===== src/rtl/axis_sample_pacer_pkg.sv =====
`default_nettype none
// ============================================================================
//  Module      : axis_sample_pacer_pkg
//  Description : Shared types and constants for the AXI4-Stream sample pacer.
//                Holds the FSM state encoding, underflow counter width and
//                the FIFO pointer width helper.
//  Revision    : 1.0  initial release
// ============================================================================
package axis_sample_pacer_pkg;

  // Pacer FSM states; numeric values are what software sees on state_out
  typedef enum logic [1:0] {
    ST_IDLE  = 2'd0,
    ST_PRIME = 2'd1,
    ST_RUN   = 2'd2
  } pacer_state_e;

  localparam int UF_CNT_WIDTH       = 16;
  localparam int DEFAULT_DATA_WIDTH = 32;
  localparam int DEFAULT_FIFO_DEPTH = 16;

  // Pointers carry one extra wrap bit so full and empty differ only in the MSB
  function automatic int ptr_width(input int depth);
    return $clog2(depth) + 1;
  endfunction

  localparam int DEFAULT_PTR_WIDTH = $clog2(DEFAULT_FIFO_DEPTH) + 1;

endpackage
`default_nettype wire


===== src/rtl/axis_sample_pacer_if.sv =====
`default_nettype none
// ============================================================================
//  Module      : axis_sample_pacer_if
//  Description : AXI4-Stream sample bus (TDATA/TVALID/TREADY/TLAST) between
//                the mm2s stage (master) and the sample pacer (slave).
//  Revision    : 1.0  initial release
// ============================================================================
interface axis_sample_pacer_if
  import axis_sample_pacer_pkg::*;
#(
  parameter int DATA_WIDTH = DEFAULT_DATA_WIDTH
);
  logic [DATA_WIDTH-1:0] tdata;
  logic                  tvalid;
  logic                  tready;
  logic                  tlast;

  modport master (
    output tdata,
    output tvalid,
    output tlast,
    input  tready
  );

  modport slave (
    input  tdata,
    input  tvalid,
    input  tlast,
    output tready
  );
endinterface
`default_nettype wire


===== src/rtl/axis_sample_pacer_fifo.sv =====
`default_nettype none
// ============================================================================
//  Module      : axis_pacer_fifo
//  Description : Synchronous FIFO with wrap-bit pointers, combinational read
//                port and registered-state full/empty/level flags.
//  Revision    : 1.0  initial release
// ============================================================================
module axis_pacer_fifo
  import axis_sample_pacer_pkg::*;
#(
  parameter int WIDTH = 33,
  parameter int DEPTH = 16
) (
  input  wire logic                        ACLK,
  input  wire logic                        ARESETN,
  input  wire logic                        i_push,
  input  wire logic                        i_pop,
  input  wire logic [WIDTH-1:0]            i_din,
  output logic      [WIDTH-1:0]            o_dout,
  output logic                             o_full,
  output logic                             o_empty,
  output logic      [ptr_width(DEPTH)-1:0] o_level
);

  localparam int AW = $clog2(DEPTH);
  localparam int PW = ptr_width(DEPTH);

  logic [WIDTH-1:0] r_mem [DEPTH];
  logic [PW-1:0]    r_wr_ptr;
  logic [PW-1:0]    r_rd_ptr;
  logic             w_do_push;
  logic             w_do_pop;

  // Flags come only from registered pointers, so TREADY never sees TVALID
  assign o_empty   = (r_wr_ptr == r_rd_ptr);
  assign o_full    = (r_wr_ptr[AW] != r_rd_ptr[AW]) &&
                     (r_wr_ptr[AW-1:0] == r_rd_ptr[AW-1:0]);
  assign o_level   = r_wr_ptr - r_rd_ptr;
  assign o_dout    = r_mem[r_rd_ptr[AW-1:0]];
  assign w_do_push = i_push && !o_full;
  assign w_do_pop  = i_pop && !o_empty;

  // Storage array is not reset; only the pointers define valid contents
  always_ff @(posedge ACLK) begin
    if (w_do_push) begin
      r_mem[r_wr_ptr[AW-1:0]] <= i_din;
    end
  end

  // Pointer advance; async reset discards everything in flight
  always_ff @(posedge ACLK or negedge ARESETN) begin
    if (!ARESETN) begin
      r_wr_ptr <= '0;
      r_rd_ptr <= '0;
    end else begin
      if (w_do_push) r_wr_ptr <= r_wr_ptr + PW'(1);
      if (w_do_pop)  r_rd_ptr <= r_rd_ptr + PW'(1);
    end
  end

endmodule
`default_nettype wire


===== src/rtl/axis_sample_pacer.sv =====
`default_nettype none
// ============================================================================
//  Module      : axis_sample_pacer
//  Description : Buffers an AXI4-Stream sample stream and releases one sample
//                per programmable tick to the DAC/modulator, with pre-fill,
//                TLAST passthrough and underflow accounting.
//  Revision    : 1.0  initial release
// ============================================================================
module axis_sample_pacer
  import axis_sample_pacer_pkg::*;
#(
  parameter int DATA_WIDTH  = 32,
  parameter int FIFO_DEPTH  = 16,
  parameter int PRIME_LEVEL = 8,
  parameter int DIV_WIDTH   = 16
) (
  input  wire logic                            ACLK,
  input  wire logic                            ARESETN,
  axis_sample_pacer_if.slave                   s_axis,
  input  wire logic                            cfg_enable,
  input  wire logic [DIV_WIDTH-1:0]            cfg_divider,
  output logic      [DATA_WIDTH-1:0]           sample_out,
  output logic                                 sample_valid,
  output logic                                 sample_last,
  output logic      [UF_CNT_WIDTH-1:0]         underflow_count,
  output logic      [$clog2(FIFO_DEPTH):0]     fifo_level,
  output logic      [1:0]                      state_out
);

  localparam int            PW          = ptr_width(FIFO_DEPTH);
  localparam logic [1:0]    C_ST_IDLE   = 2'(ST_IDLE);
  localparam logic [1:0]    C_ST_PRIME  = 2'(ST_PRIME);
  localparam logic [1:0]    C_ST_RUN    = 2'(ST_RUN);
  localparam logic [PW-1:0] C_PRIME_LVL = PW'(PRIME_LEVEL);

  logic [1:0]              r_state;
  logic [1:0]              w_state_nxt;
  logic [DIV_WIDTH-1:0]    r_div_cnt;
  logic [UF_CNT_WIDTH-1:0] r_uf_cnt;
  logic [DATA_WIDTH-1:0]   r_sample;
  logic                    r_sample_vld;
  logic                    r_sample_last;

  logic                    w_fifo_full;
  logic                    w_fifo_empty;
  logic [DATA_WIDTH:0]     w_fifo_dout;
  logic [PW-1:0]           w_fifo_level;
  logic                    w_push;
  logic                    w_tick;
  logic                    w_pop;
  logic                    w_underflow;

  // Accept whenever there is room, regardless of state, so IDLE pre-fills
  assign s_axis.tready = !w_fifo_full;
  assign w_push        = s_axis.tvalid && !w_fifo_full;

  // The >= compare lets a lowered divider fire on the very next edge
  assign w_tick      = (r_state == C_ST_RUN) && (r_div_cnt >= cfg_divider);
  // Empty is registered, so a same-cycle push cannot rescue a tick
  assign w_pop       = w_tick && !w_fifo_empty;
  assign w_underflow = w_tick && w_fifo_empty;

  axis_pacer_fifo #(
    .WIDTH (DATA_WIDTH + 1),
    .DEPTH (FIFO_DEPTH)
  ) u_fifo (
    .ACLK    (ACLK),
    .ARESETN (ARESETN),
    .i_push  (w_push),
    .i_pop   (w_pop),
    .i_din   ({s_axis.tlast, s_axis.tdata}),
    .o_dout  (w_fifo_dout),
    .o_full  (w_fifo_full),
    .o_empty (w_fifo_empty),
    .o_level (w_fifo_level)
  );

  // Next-state: disable always wins, PRIME waits for the fill threshold
  always_comb begin
    w_state_nxt = r_state;
    case (r_state)
      C_ST_IDLE: begin
        if (cfg_enable) w_state_nxt = C_ST_PRIME;
      end
      C_ST_PRIME: begin
        if (!cfg_enable)                        w_state_nxt = C_ST_IDLE;
        else if (w_fifo_level >= C_PRIME_LVL)   w_state_nxt = C_ST_RUN;
      end
      C_ST_RUN: begin
        if (!cfg_enable) w_state_nxt = C_ST_IDLE;
      end
      default: w_state_nxt = C_ST_IDLE;
    endcase
  end

  // State register
  always_ff @(posedge ACLK or negedge ARESETN) begin
    if (!ARESETN) r_state <= C_ST_IDLE;
    else          r_state <= w_state_nxt;
  end

  // Divider: counts only while staying in RUN, reloads to 0 on each tick
  always_ff @(posedge ACLK or negedge ARESETN) begin
    if (!ARESETN) begin
      r_div_cnt <= '0;
    end else if ((r_state != C_ST_RUN) || (w_state_nxt != C_ST_RUN) || w_tick) begin
      r_div_cnt <= '0;
    end else begin
      r_div_cnt <= r_div_cnt + DIV_WIDTH'(1);
    end
  end

  // Underflow counter: cleared on each new enable, saturates at all-ones
  always_ff @(posedge ACLK or negedge ARESETN) begin
    if (!ARESETN) begin
      r_uf_cnt <= '0;
    end else if ((r_state == C_ST_IDLE) && cfg_enable) begin
      r_uf_cnt <= '0;
    end else if (w_underflow && (r_uf_cnt != {UF_CNT_WIDTH{1'b1}})) begin
      r_uf_cnt <= r_uf_cnt + UF_CNT_WIDTH'(1);
    end
  end

  // Output sample register: updates only on a successful pop, else holds
  always_ff @(posedge ACLK or negedge ARESETN) begin
    if (!ARESETN) begin
      r_sample      <= '0;
      r_sample_last <= 1'b0;
      r_sample_vld  <= 1'b0;
    end else begin
      r_sample_vld <= w_pop;
      if (w_pop) begin
        r_sample      <= w_fifo_dout[DATA_WIDTH-1:0];
        r_sample_last <= w_fifo_dout[DATA_WIDTH];
      end
    end
  end

  assign sample_out      = r_sample;
  assign sample_valid    = r_sample_vld;
  assign sample_last     = r_sample_last;
  assign underflow_count = r_uf_cnt;
  assign fifo_level      = w_fifo_level;
  assign state_out       = r_state;

endmodule
`default_nettype wire


===== src/flat_wrapper.sv =====
// flat-port wrapper written by rule: the top's interface ports become plain ports
module axis_sample_pacer_flat import axis_sample_pacer_pkg::*;
#(
  parameter int DATA_WIDTH  = 32,
  parameter int FIFO_DEPTH  = 16,
  parameter int PRIME_LEVEL = 8,
  parameter int DIV_WIDTH   = 16
)
  (ACLK, ARESETN, cfg_enable, cfg_divider, sample_out, sample_valid, sample_last, underflow_count, fifo_level, state_out, s_axis_tdata, s_axis_tvalid, s_axis_tlast, s_axis_tready);
  axis_sample_pacer_if #(.DATA_WIDTH(DATA_WIDTH)) s_axis_i ();
  input  wire logic ACLK;
  input  wire logic ARESETN;
  input  wire logic cfg_enable;
  input  wire logic [DIV_WIDTH-1:0] cfg_divider;
  output logic      [DATA_WIDTH-1:0] sample_out;
  output logic sample_valid;
  output logic sample_last;
  output logic      [UF_CNT_WIDTH-1:0] underflow_count;
  output logic      [$clog2(FIFO_DEPTH):0] fifo_level;
  output logic      [1:0] state_out;
  input wire logic [$bits(s_axis_i.tdata)-1:0] s_axis_tdata;
  input wire logic [$bits(s_axis_i.tvalid)-1:0] s_axis_tvalid;
  input wire logic [$bits(s_axis_i.tlast)-1:0] s_axis_tlast;
  output wire logic [$bits(s_axis_i.tready)-1:0] s_axis_tready;
  assign s_axis_i.tdata = s_axis_tdata;
  assign s_axis_i.tvalid = s_axis_tvalid;
  assign s_axis_i.tlast = s_axis_tlast;
  assign s_axis_tready = s_axis_i.tready;
  axis_sample_pacer #(.DATA_WIDTH(DATA_WIDTH), .FIFO_DEPTH(FIFO_DEPTH), .PRIME_LEVEL(PRIME_LEVEL), .DIV_WIDTH(DIV_WIDTH)) u_core (.ACLK(ACLK), .ARESETN(ARESETN), .s_axis(s_axis_i), .cfg_enable(cfg_enable), .cfg_divider(cfg_divider), .sample_out(sample_out), .sample_valid(sample_valid), .sample_last(sample_last), .underflow_count(underflow_count), .fifo_level(fifo_level), .state_out(state_out));
endmodule

===== config.mk =====
export PLATFORM = sky130hd
export DESIGN_NAME = axis_sample_pacer_flat
export DESIGN_NICKNAME = d
export VERILOG_FILES = /design/src/rtl/axis_sample_pacer_pkg.sv /design/src/rtl/axis_sample_pacer_if.sv /design/src/rtl/axis_sample_pacer_fifo.sv /design/src/rtl/axis_sample_pacer.sv /design/src/flat_wrapper.sv
export SDC_FILE = /design/constraint.sdc
export NUM_CORES = 1
export LEC_CHECK = 0
export ABC_AREA = 1
export CELL_PAD_IN_SITES_DETAIL_PLACEMENT = 1
export CELL_PAD_IN_SITES_GLOBAL_PLACEMENT = 2
export CORE_ASPECT_RATIO = 1.4
export CORE_MARGIN = 4
export CORE_UTILIZATION = 40
export CTS_CLUSTER_SIZE = 40
export DETAILED_ROUTE_END_ITERATION = 8
export DONT_BUFFER_PORTS = 1
export GPL_TIMING_DRIVEN = 0
export PLACE_DENSITY_LB_ADDON = 0.1
export SYNTH_ARGS = -nofsm -noshare
export SYNTH_HDL_FRONTEND = slang
export SYNTH_SLANG_ARGS = --single-unit

===== constraint.sdc =====
create_clock -name ACLK -period 4.2 [get_ports ACLK]
set_input_delay 0.84 -clock ACLK [delete_from_list [all_inputs] [get_ports ACLK]]
set_output_delay 0.84 -clock ACLK [all_outputs]
set_load 0.01 [all_outputs]

==> results of run 1 <==
==> cells in the final DEF, fill, tap and decap left out, types with 18 or more instances in the layout <==
master	instances
ha_1	27
o21ai_1	42
dfrtp_1	78
nand2_1	280
o211ai_1	66
o21ai_0	227
xor2_1	20
buf_6	18
o22ai_1	66
buf_12	19
clkbuf_1	67
inv_1	51
nor2_1	383
buf_2	25
clkbuf_16	62
edfxtp_1	528
nand3_1	92
==> timing repair <==
item / CTS / global route
hold endpoints to repair: 78 / 0
endpoints found under the setup margin: 29 / 250
pin swaps: 2 / 8
buffers inserted: 2 / 9
hold buffers: 1 / 0
==> layer usage <==
metal	vias to the layer above	global-route usage (%)	routed length, um
met5	-	0	0
met4	0	7.527	2599
met3	144	3.677	3502
met2	428	44.73	42690
met1	8736	27.86	31190
li1	7540	-	-
==> cells in the mapped netlist <==
| cell | number |
|---|---|
| nand3_1 | 92 |
| nor2_1 | 399 |
| inv_2 | 5 |
| inv_1 | 51 |
| o211ai_1 | 66 |
| xor2_1 | 20 |
| nor3_4 | 1 |
| buf_1 | 9 |
| clkinv_1 | 3 |
| o21ai_1 | 42 |
| nor3_1 | 6 |
| nand3b_4 | 1 |
| buf_2 | 25 |
| nand2_1 | 280 |
| a21oi_1 | 14 |
| o21ai_0 | 227 |
| nor4_1 | 2 |
| nor3b_1 | 1 |
| o22ai_1 | 66 |
| dfrtp_1 | 78 |
| buf_4 | 4 |
| buf_6 | 18 |
| fa_1 | 1 |
| clkbuf_1 | 59 |
| nand3_4 | 1 |
| o21bai_1 | 4 |
| a31o_2 | 1 |
| nand2_4 | 2 |
| nand4_1 | 17 |
| or2_2 | 2 |
| xnor2_1 | 7 |
| buf_8 | 1 |
| edfxtp_1 | 528 |
| nand2_2 | 1 |
| ha_1 | 27 |
==> critical path, stage by stage (launching register included) <==
cell and delay [ns]:
dfrtp_1 0.40, inv_2 0.22, buf_1 0.62, ha_1 0.38, nand4_1 0.12, inv_1 0.05, nand2_1 0.15, nand2_1 0.15
inv_1 0.20, nand2_1 0.28, nor2_4 0.62, buf_12 0.28
==> power groups by stage <==
| stage | sequential [uW] | combinational [uW] | clock [uW] |
|---|---|---|---|
| 6_report | 7260 | 1240 | 5720 |
| 5_1_grt | 7290 | 1350 | 6100 |
| 4_1_cts | 7260 | 1220 | 5840 |
| 3_5_place_dp | 7380 | 1170 | 0 |
| 3_3_place_gp | 7420 | 948 | 0 |
| 2_1_floorplan | 7360 | 614 | 0 |
==> path summary, 6_finish.rpt <==
| check | start | slack [ns] | endpoint |
|---|---|---|---|
| min in group ACLK | s_axis_tdata[11] | 0.30 | u_core.u_fifo.r_mem[3][11] |
| max in group asynchronous | ARESETN | 3.61 | u_core.sample_out[16] |
| worst min-delay path | ARESETN | 0.12 | u_core.sample_last |
| worst max-delay path | u_core.u_fifo.r_rd_ptr[3] | 0.37 | u_core.u_fifo.r_mem[12][17] |
| worst min register to register | u_core.u_fifo.r_wr_ptr[4] | 0.49 | u_core.u_fifo.r_wr_ptr[4] |
| worst max register to register | u_core.u_fifo.r_rd_ptr[3] | 0.37 | u_core.u_fifo.r_mem[12][17] |
==> sequential cells by signal, indices dropped and copies added, names as in the netlist <==
signal	count
u_core.underflow_count	16
u_core.sample_out	32
u_core.state_out	2
u_core.r_div_cnt	16
u_core.u_fifo.r_mem	528
u_core.sample_last	1
u_core.u_fifo.r_rd_ptr	5
u_core.u_fifo.r_wr_ptr	5
u_core.sample_valid	1
==> area by class of cell <==
class / instances / area [um2] / area share [%]
tap: 817 / 1022 / 3.558
sequential: 606 / 17810 / 61.98
clock buffer: 77 / 1668 / 5.805
inverter: 59 / 221.5 / 0.7708
multi-input combinational: 1280 / 6339 / 22.06
timing repair buffer: 28 / 608.1 / 2.116
buffer: 115 / 624.3 / 2.173
clock inverter: 38 / 441.7 / 1.537
==> cell families after synthesis <==
kind of cell / after synthesis
simple gates: 805
flops: 606
compound gates: 420
buf+inv: 175
fa+ha+maj: 28
xor+xnor: 27
==> metrics by stage <==
| stage | cells | cell area [um2] | util, % | setup slack (ns) |
|---|---|---|---|---|
| after global routing | 3020 | 28730 | 46.96 | 0.1756 |
| final | 3020 | 28730 | 46.96 | 0.3733 |
| after detailed placement | 2894 | 26390 | 43.13 | -0.01060 |
| after floorplan | 2061 | 24880 | - | 0.4991 |
| after CTS | 3012 | 28570 | 46.69 | 0.01780 |
| after global placement | 2878 | 25900 | 42.33 | -2.248 |
==> flow_metrics.tcl, run 1 <==
set metrics [dict create \
    status "completed" \
    hpwl_um 54200 \
    startpoint_type "flop" \
    timing.hold.worst.class "in -> async" \
    final_nets 2232 \
    totalNegativeSetupSlack_ns 0 \
    cts_made_buffers 61 \
    cts_resized 0 \
    p_leak_uw 0.01020 \
    route.antenna.remaining_nets 0 \
    switching_share_pct 23.88 \
    via_count_of_the_first_global_routing_pass 17847 \
    fillerInstances 6373 \
    comb_power_share_pct 8.7 \
    internal_power_uw 10820 \
    die_width_um 218.8 \
    grt_antenna_before_repair 0 \
    area_growth_pct 15.50 \
    finalHoldViolations 0 \
    total_switching_power_uw 3395 \
    clkSlewWorstSetupHoldPaths_ns 0.06 \
    synth.area.mux_share_pct 0 \
    finalWorstPathRequiredPeriod_ns 3.827 \
    vdd_drop_max_mv 0.3581 \
    routed-via-count 16848 \
    insertion_delay_ns 0.64 \
    synth.ff_latch_count 606 \
    post_drt_wl_per_cell_um 26.49 \
    power_share_of_the_clock_group_pct 40.2 \
    area_share_of_the_largest_cell_type_after_synthesis_pct 63.74 \
    cell_types_with_the_largest_area_share_after_synthesis "edfxtp_1, dfrtp_1, nor2_1" \
    grt_setup_unrepaired "no" \
    share_of_the_synthesized_area_in_compound_gates_ao_oa_aoi_oai_pct 9.502 \
    synth_xor_xnor_area_share_pct 0.9507 \
    fin_worst_skew_ns 0.02841 \
    synth.avg_cell_area_um2 12.07 \
    syn-num-nets 2142 \
    required_ns 4.51 \
    cap_violations 0 \
    tightest_slew_ns 1.091 \
    final.period_utilization_pct 91.11 \
    path_class "reg -> reg" \
    yosys.area_share.adder_pct 1.439 \
    arr_time_crit_path_ns 4.14 \
    vias_per_cell 5.579 \
    power.density_mw_per_mm2 494.8 \
    routabilityCongestion 0.8057 \
    syn-instance-count 2061 \
    drt_first_iter_violations 1488 \
    power.total_uw 14220 \
    fp.dieArea_mm2 0.06630 \
    timing.final.setup_violations 0 \
    post_synth_instance_area_mm2 0.02488 \
    synth_area_leader_cell "edfxtp_1" \
    synth.yosys.warnings 0 \
    top_level_ports 111 \
    port_buffers 0 \
    maximum_clock_path_buffer_count 3 \
    yosysSeqAreaShare_pct 71.59 \
    remaining_drc_errors 0 \
    cts_tree "done" \
    grt_max_degree 79 \
    slew_violations 0 \
    holdWs_ns 0.1239 \
    numClockSinks 606 \
    root_buffer_selected_by_cts "clkbuf_16" \
    max_clock_freq_mhz 261.3 \
    grt_usage_pct 23.82 \
    first_pass_iters 5 \
    slew-limit-headroom_pct 27.26 \
    cts-htree-levels 2 \
    timing.reg2reg.worst_path_depth 11 \
    combinational_family_with_the_most_area_after_synthesis "simple AND/OR/NAND/NOR gates" \
    initial_utilization_pct 40.66 \
    power.sequential.fraction_pct 51.1 \
    row_count 107 \
    post_synth_simple_gate_area_pct 13.11 \
    antenna_cells_inserted 0 \
    dieHeight_um 303.1 \
    synth_cell_type_count 35 \
    end_kind "flop" \
    cp_max_fo 18 \
    routed_wl_um 79990 \
    grt_residual_overflow 0 \
    layout-drive-gt1-share_pct 9.169 \
    floorplan.core_area_mm2 0.06118 \
    grt_first_pass_wirelength_um 116100 \
]
No activity file was read; power rests on OpenSTA's default activity.
==> run 2: changes to the inputs <==
CORE_MARGIN = unset   (was 4)
==> flow_metrics.tcl, run 2 (synthesis gave the netlist of run 1 again) <==
set metrics [dict create \
    die_width_um 212.8 \
    status "completed" \
    numClockSinks 606 \
    most_frequent_standard_cell_in_the_layout_excluding_fill_and_tap_cells "edfxtp_1" \
    post_drt_wl_per_cell_um 25.94 \
    timing.reg2reg.worst_path_depth 12 \
    cts-htree-levels 2 \
    grt_max_degree 79 \
    fp.dieArea_mm2 0.06320 \
    via_count_of_the_first_global_routing_pass 17546 \
    path_class "reg -> reg" \
    dieHeight_um 297.1 \
    tightest_slew_ns 1.096 \
    power.density_mw_per_mm2 488.5 \
    clkSlewWorstSetupHoldPaths_ns 0.07 \
    topRoutingLayerUsed "met4" \
    timing.final.ws_setup_ns 0.3452 \
    hpwl_um 53270 \
    postLayoutCoreUtil_pct 46.52 \
    worstReg2RegStart "u_core.u_fifo.r_rd_ptr[1]" \
    route.met3.wl_um 3091 \
    routed_length_on_met1_um 31140 \
    cap_violations 0 \
    timing.hold.worst.class "in -> async" \
    grt_residual_overflow 0 \
    pre_cts_ws_ns -0.1029 \
    routed_wl_um 78180 \
    power.total_uw 13900 \
    cts_made_buffers 60 \
    maximum_clock_path_buffer_count 3 \
    dp_cells 2894 \
    area_growth_pct 14.41 \
    timing.final.setup_violations 0 \
    worstPathBufferInverterCount 6 \
    final.period_utilization_pct 91.78 \
    drt_first_iter_violations 1053 \
    grt_antenna_before_repair 0 \
    end_kind "flop" \
    first_pass_iters 5 \
    critical-path-top-delay-family "simple AND/OR/NAND/NOR gates" \
    finalWorstPathRequiredPeriod_ns 3.855 \
    totalNegativeSetupSlack_ns 0 \
    insertion_delay_ns 0.63 \
    grt_setup_unrepaired "no" \
    route.antenna.remaining_nets 0 \
    routabilityCongestion 0.8089 \
    worst-path-stages 12 \
    p_leak_uw 0.01007 \
    finalHoldViolations 0 \
    vias_per_cell 5.469 \
    slowest_stage "nor2_4" \
    cp_cell_sequence "inv_1 -> buf_2 -> clkbuf_2 -> ha_1 -> nand4_1 -> inv_1 -> nand2_1 -> nand2_1 -> inv_1 -> nand2_1 -> nor2_4 -> buf_16" \
    initial_utilization_pct 40.66 \
    final_nets 2226 \
    cts_tree "done" \
    arr_time_crit_path_ns 4.17 \
    finish.cell_count_without_fillers 3014 \
    floorplan.core_area_mm2 0.06118 \
    fin_worst_skew_ns 0.02707 \
    max_clock_freq_mhz 259.4 \
    cp_max_fo 18 \
    required_ns 4.51 \
    vdd_drop_max_mv 0.3695 \
    layout-drive-gt1-share_pct 8.466 \
    row_count 107 \
    wl_met2_um 41670 \
    cp_slowest_stage_delay_ns 0.68 \
    grt_usage_pct 24.99 \
    port_buffers 0 \
    slew-limit-headroom_pct 26.93 \
    max_ffs_per_register 528 \
    critical_path_origin "u_core.u_fifo.r_rd_ptr[1]" \
    routed-via-count 16485 \
    root_buffer_selected_by_cts "clkbuf_16" \
    remaining_drc_errors 0 \
    startpoint_type "flop" \
    grt_first_pass_wirelength_um 114400 \
    top_level_ports 111 \
    layout_common_cells "edfxtp_1, nor2_1, nand2_1, o21ai_0, nand3_1" \
    slew_violations 0 \
    antenna_cells_inserted 0 \
]
[run 2: cell count changes in the layout (fill, tap and decap cells not counted)]
cell and change:
clkbuf_1 +9, clkinv_2 -7, buf_16 -5, bufinv_16 -4, clkbuf_8 +4, clkinv_4 -2
inv_6 +2, buf_4 -1, clkbuf_16 -1, clkbuf_2 +1, clkinv_1 +1, clkinv_8 -1
clkinvlp_4 -1, inv_16 -1
[run 2: worst paths after layout]
kind / end / slack [ns]
setup / recovery: u_core.u_fifo.r_mem[3][26] / 0.35
hold / removal: u_core.sample_out[1] / 0.10
setup reg to reg: u_core.u_fifo.r_mem[3][26] / 0.35
hold reg to reg: u_core.u_fifo.r_wr_ptr[4] / 0.48
max in group asynchronous: u_core.sample_out[22] / 3.63
min in group ACLK: u_core.u_fifo.r_mem[11][15] / 0.30
[run 2: metrics by stage]
stage               instance area [um2]  hold WS (ns)
floorplan                         24880        0.4547
global placement                  25900        0.4736
detailed placement                26350        0.4795
CTS                               28460        0.1327
global route                      28460        0.1322
finish                            28460        0.1050
[run 2: cell type report]
cell class | count | area (um2)
plain buffers | 116 | 629.4
clock buffers | 89 | 1732
clock inverters | 25 | 246.5
fillers | 6405 | 32720
inverters | 59 | 221.5
multi-input cells | 1280 | 6339
flip-flops and latches | 606 | 17810
well taps | 817 | 1022
repair buffers | 22 | 462.9
[run 2: layer usage]
| metal | GRT usage, % | up-vias |
|---|---|---|
| li1 | - | 7520 |
| met1 | 29.62 | 8507 |
| met2 | 45.99 | 338 |
| met3 | 3.547 | 120 |
| met4 | 7.828 | 0 |
| met5 | 0 | - |
[run 2: power breakdown]
group | internal, uW | switching, uW | leakage, uW | total, uW
logic | 319 | 862 | 0.00326 | 1180
registers | 7110 | 156 | 0.00584 | 7260
clock network | 3140 | 2310 | 0.000965 | 5460
total | 10600 | 3330 | 0.0101 | 13900
[run 2: repair_timing]
item,CTS,global route
setup buffers,5,0
hold buffers,1,0
resized for setup,1,0
endpoints found under the setup margin,80,0
hold endpoints to repair,78,0
